===== src/rtl/cp0_int_ctrl_pkg.sv =====
// Shared CP0 definitions: register numbers, SR/Cause field positions and
// the EXL-driven run/handler state encoding.
package cp0_int_ctrl_pkg;

  localparam logic [4:0] REG_SR    = 5'd12;
  localparam logic [4:0] REG_CAUSE = 5'd13;
  localparam logic [4:0] REG_EPC   = 5'd14;
  localparam logic [4:0] REG_PRID  = 5'd15;

  localparam int IM_HI  = 15;
  localparam int IM_LO  = 10;
  localparam int SR_EXL = 1;
  localparam int SR_IE  = 0;

  localparam int HWINT_TIMER0 = 0;
  localparam int HWINT_TIMER1 = 1;

  // EXL is the state bit itself, so the encoding must stay 0=RUN, 1=HANDLER
  typedef enum logic {
    ST_RUN     = 1'b0,
    ST_HANDLER = 1'b1
  } cp0_state_e;

  function automatic logic [31:0] pack_sr(input logic [5:0] im,
                                          input logic exl,
                                          input logic ie);
    return {16'h0000, im, 8'h00, exl, ie};
  endfunction

  function automatic logic [31:0] pack_cause(input logic [5:0] ip);
    return {16'h0000, ip, 10'h000};
  endfunction

endpackage


===== src/rtl/cp0_int_ctrl.sv =====
// Coprocessor-0 interrupt controller: SR/Cause/EPC/PrID, HWInt sampling into
// Cause.IP and the IntReq line to the pipeline controller.
module cp0_int_ctrl
  import cp0_int_ctrl_pkg::*;
#(
  parameter logic [31:0] PRID_VAL = 32'h0000_2015,
  parameter logic [29:0] EPC_RST  = 30'h0
) (
  input  logic        clk,
  input  logic        reset,
  input  logic [4:0]  addr,
  input  logic        we,
  input  logic [31:0] Din,
  output logic [31:0] Dout,
  input  logic [5:0]  HWInt,
  input  logic [29:0] PC,
  input  logic        EXLSet,
  input  logic        EXLClr,
  output logic        IntReq,
  output logic [29:0] EPC
);

  cp0_state_e  state_r;
  cp0_state_e  state_nxt_s;
  logic [5:0]  im_r;
  logic        ie_r;
  logic [5:0]  ip_r;
  logic [29:0] epc_r;
  logic        sr_wr_s;
  logic        epc_wr_s;
  logic        exl_s;

  assign sr_wr_s  = we && (addr == REG_SR);
  assign epc_wr_s = we && (addr == REG_EPC);
  assign exl_s    = (state_r == ST_HANDLER);

  // State register: the EXL bit
  always_ff @(posedge clk or negedge reset) begin
    if (!reset) begin
      state_r <= ST_RUN;
    end else begin
      state_r <= state_nxt_s;
    end
  end

  // Next state: EXLSet beats EXLClr beats an SR write
  always_comb begin
    state_nxt_s = state_r;
    if (EXLSet) begin
      state_nxt_s = ST_HANDLER;
    end else if (EXLClr) begin
      state_nxt_s = ST_RUN;
    end else if (sr_wr_s) begin
      state_nxt_s = Din[SR_EXL] ? ST_HANDLER : ST_RUN;
    end else begin
      state_nxt_s = state_r;
    end
  end

  // Mask, enable, pending sampler and EPC; EPC captured only on entry from RUN
  always_ff @(posedge clk or negedge reset) begin
    if (!reset) begin
      im_r  <= 6'h00;
      ie_r  <= 1'b0;
      ip_r  <= 6'h00;
      epc_r <= EPC_RST;
    end else begin
      ip_r <= HWInt;
      if (sr_wr_s) begin
        im_r <= Din[IM_HI:IM_LO];
        ie_r <= Din[SR_IE];
      end else begin
        im_r <= im_r;
        ie_r <= ie_r;
      end
      if (EXLSet && (state_r == ST_RUN)) begin
        epc_r <= PC;
      end else if (EXLSet) begin
        epc_r <= epc_r;
      end else if (epc_wr_s) begin
        epc_r <= Din[31:2];
      end else begin
        epc_r <= epc_r;
      end
    end
  end

  // Outputs: interrupt request and mfc0 read mux, both from registered state
  always_comb begin
    IntReq = (|(ip_r & im_r)) & ie_r & ~exl_s;
    EPC    = epc_r;
    Dout   = 32'h0000_0000;
    case (addr)
      REG_SR:    Dout = pack_sr(im_r, exl_s, ie_r);
      REG_CAUSE: Dout = pack_cause(ip_r);
      REG_EPC:   Dout = {epc_r, 2'b00};
      REG_PRID:  Dout = PRID_VAL;
      default:   Dout = 32'h0000_0000;
    endcase
  end

endmodule


===== config.mk =====
export PLATFORM = sky130hd
export DESIGN_NAME = cp0_int_ctrl
export DESIGN_NICKNAME = d
export VERILOG_FILES = /design/src/rtl/cp0_int_ctrl_pkg.sv /design/src/rtl/cp0_int_ctrl.sv
export SDC_FILE = /design/constraint.sdc
export NUM_CORES = 1
export LEC_CHECK = 0
export CAP_MARGIN = 5
export CORE_MARGIN = 4
export CORE_UTILIZATION = 30
export CTS_CLUSTER_DIAMETER = 40
export DETAILED_ROUTE_END_ITERATION = 8
export PLACE_DENSITY = 0.69
export SYNTH_ARGS = -nofsm -noshare
export SYNTH_HDL_FRONTEND = slang
export SYNTH_SLANG_ARGS = --single-unit
export TNS_END_PERCENT = 30

===== constraint.sdc =====
create_clock -name clk -period 2.1 [get_ports clk]
set_clock_uncertainty 0.15 [all_clocks]
set_input_delay 0.42 -clock clk [delete_from_list [all_inputs] [get_ports clk]]
set_output_delay 0.42 -clock clk [all_outputs]
set_load 0.02 [all_outputs]

==> metrics.cfg <==
[worst_setup_path]
r2r_end=EPC[1]$_DFFE_PN0P_
critical_path.most_common_cell=buf_6
worstSetupPathType=in -> out
worst_setup_path_start_kind=primary input
r2r_start=exl_s$_DFFE_PN0P_
critical-path-max-stage-delay_ns=0.21
cp_slowest_cell=nand3b_1
cp_cell_sequence=buf_6 -> nand3b_1 -> nor3b_4 -> buf_6 -> buf_12 -> buf_16 -> and2_4 -> buf_6
worst-endpoint-required_ns=1.53
critPathCaptureType=output port
reg2regPathDepth=4
timing.critical_path.buf_inv=5
gate_family_responsible_for_the_most_delay_along_the_worst_path=buffers and inverters
worst_ep_arrival_time_ns=1.57
crit_fanout=5
regToRegSetupSlack_ns=0.74

[sta]
timing.hold.ws_ns=0.369
timing.final.ws_setup_ns=-0.0367
maximum_operating_frequency_mhz=468
max_slew.worst_pin.slew_ns=0.485
final_period_minus_worst_setup_slack_ns=2.14
layout_worst_path_cycle_share=1.02
timing.final.setup_violations=11
relSlewSlack=0.677
timing.final.hold_violations=0
drv_slew=0
rsz0062_at_grt=true

[final_layout]
final_nets=505
final_design_area_no_fill_um2=4390
drive_gt1_frac=0.264
leading_cell_types_in_the_layout_fill_and_taps_excluded=clkdlybuf4s50_1, dfrtp_1, a21oi_1, nor2_1, buf_4
number_of_diodes_added_for_antenna_fixing=0
syn_to_final_growth_pct=79.7
mostFrequentLayoutCell=clkdlybuf4s50_1

[worst_hold_path]
worstHoldEndpoint=ie_r$_DFFE_PN0P_
hold_start=ie_r$_DFFE_PN0P_
hold_class=reg -> reg
hold_depth=1

[clocking]
tritoncts=done
clk_pin_slew_worst_paths_ns=0.10
tritoncts.num_buffers=5
worstSkewPairLatency_ns=0.30
number_of_sinks_handled_by_clock_tree_synthesis=44
root_buffer=clkbuf_8
ctsLongestPathBuffers=2
htree_levels=2

[power]
leakage_nw=1.80
ir_drop_mv=0.257
totalPowerFinal_w=0.00268
power.density_cell_area_nw_per_um2=610

[place]
placement.setup.worst_slack_ns=-0.777
dpl_cell_area_um2=4110
io_buffers=140
hpwl_mm=6.59
routabilityCongestion=0.767

[synth]
ys_seq_elements=44
netlist_area_um2=2440
netlist-cell-type-count=28
ys_warn_count=0
syn_nets=351
post_synth_inst_count=273
synth_seq_area_share=0.451
post_synth.cell_area_avg_um2=8.94

[global_routing]
gr-max-usage-layer=met2
grt_max_degree=28
grt_pass1_wl_mm=14.9
fraction_of_met2_tracks_used_by_global_routing=0.313
grt_pass1_vias=2774
overflow=0
grt_antenna_before_repair=0
grtUsageTotal=0.191
grtUsageMet3=0.0471
gr-usage-met1=0.263

[route]
vias=2774
postRouteWirelength_mm=9.30
detail_route.wl_per_cell_um=17.5
drc_errors=0
vias_cell=5.23
ant_nets=0
drt_iter0_markers=170
detailedRoute.firstPassIterationCount=4

[floorplanning]
core_area_um2=7810
die_height_um=98.2
top_level_ports=141
initial_utilization=0.313
die_w_um=98.2
design.die.area_um2=9640
placementRows=32

[outcome]
result_of_the_run=finished with violations
violations_in_the_final_reports=negative setup slack

[job]
max_capacitance_violation_total=0

[Yosys cell counts]
cell type | n | area share
dfrtp_1 | 44 | 0.45
a311oi_1 | 1 | 0.0036
or3_1 | 2 | 0.0051
a41oi_1 | 30 | 0.11
a211oi_1 | 1 | 0.0031
clkbuf_1 | 21 | 0.032
nor4b_1 | 1 | 0.0036
nor2b_1 | 5 | 0.013
mux2i_1 | 5 | 0.021
and4b_1 | 1 | 0.0041
nor3_1 | 1 | 0.0020
and2_1 | 22 | 0.056
nor3b_2 | 1 | 0.0051
nand2_1 | 6 | 0.0092
a21oi_1 | 36 | 0.074
a311o_1 | 1 | 0.0041
o21ai_0 | 30 | 0.062
inv_1 | 3 | 0.0046
nand3b_1 | 1 | 0.0031
nand4b_1 | 1 | 0.0036
nand2b_1 | 3 | 0.0077
nor4_1 | 1 | 0.0026
or3b_2 | 1 | 0.0036
buf_2 | 6 | 0.012
nor2_1 | 34 | 0.052
a22oi_1 | 3 | 0.0092
mux2_2 | 7 | 0.032
or2_2 | 5 | 0.013
[cells by family after synthesis]
| kind of cell | count (synthesis) | synth area share |
|---|---|---|
| flip-flops | 44 | 0.451 |
| AO/OA/AOI/OAI | 102 | 0.263 |
| multiplexers | 12 | 0.0528 |
| buffers and inverters | 30 | 0.0492 |
| AND/OR/NAND/NOR | 85 | 0.184 |
[per-stage QoR]
step           std cells   util  TNS (ns)
6_report             530  0.562    -0.309
5_1_grt              530  0.562     -1.12
4_1_cts              531  0.561    -0.501
3_5_place_dp         515  0.527    -31.67
3_3_place_gp         515  0.527    -30.97
2_1_floorplan        273      -         0
[flip-flops by register name, summed over array words and instances, names as in the netlist]
| name | flops |
|---|---|
| EPC | 30 |
| exl_s | 1 |
| ie_r | 1 |
| ip_r | 6 |
| im_r | 6 |
[metal layers]
| metal | part of all wire | wire [um] |
|---|---|---|
| met5 | 0 | 0 |
| met2 | 0.49 | 4540 |
| met4 | 0.0025 | 23 |
| met1 | 0.44 | 4070 |
| met3 | 0.072 | 667 |
[worst max-delay path by stage]
stage	depth (start not counted)	from	endpoint	slack [ns]
final	8	addr[4]	Dout[6]	-0.04
after global placement	6	addr[1]	Dout[14]	-0.74
after CTS	8	addr[4]	Dout[8]	-0.05
after global routing	8	addr[4]	Dout[8]	-0.10
after detailed placement	6	addr[3]	Dout[8]	-0.78
after floorplan	3	addr[4]	Dout[1]	0.02
[final cells by class]
| class | count | area [um2] |
|---|---|---|
| Multi-Input combinational cell | 199 | 1290 |
| Inverter | 3 | 11.3 |
| Clock buffer | 5 | 68.8 |
| Sequential cell | 44 | 1100 |
| Clock inverter | 3 | 46.3 |
| Tap cell | 102 | 128 |
| Fill cell | 708 | 3420 |
| Timing Repair Buffer | 174 | 1740 |
[power by group]
| group | switching (W) | internal (W) | leakage, nW |
|---|---|---|---|
| clock | 0.000326 | 0.000359 | 0.0548 |
| combinational | 0.000417 | 0.000489 | 1.24 |
| sequential | 0.000104 | 0.000981 | 0.501 |
[timing repair]
| item | CTS | global route |
|---|---|---|
| hold buffers | 1 | 0 |
| resized for setup | 200 | 16 |
| hold endpoints to repair | 17 | 0 |
| setup endpoints to repair | 33 | 24 |
| pin swaps | 12 | 0 |
| setup buffers | 5 | 0 |
| cloned | 3 | 0 |
Power figures use the tool's default switching activity.
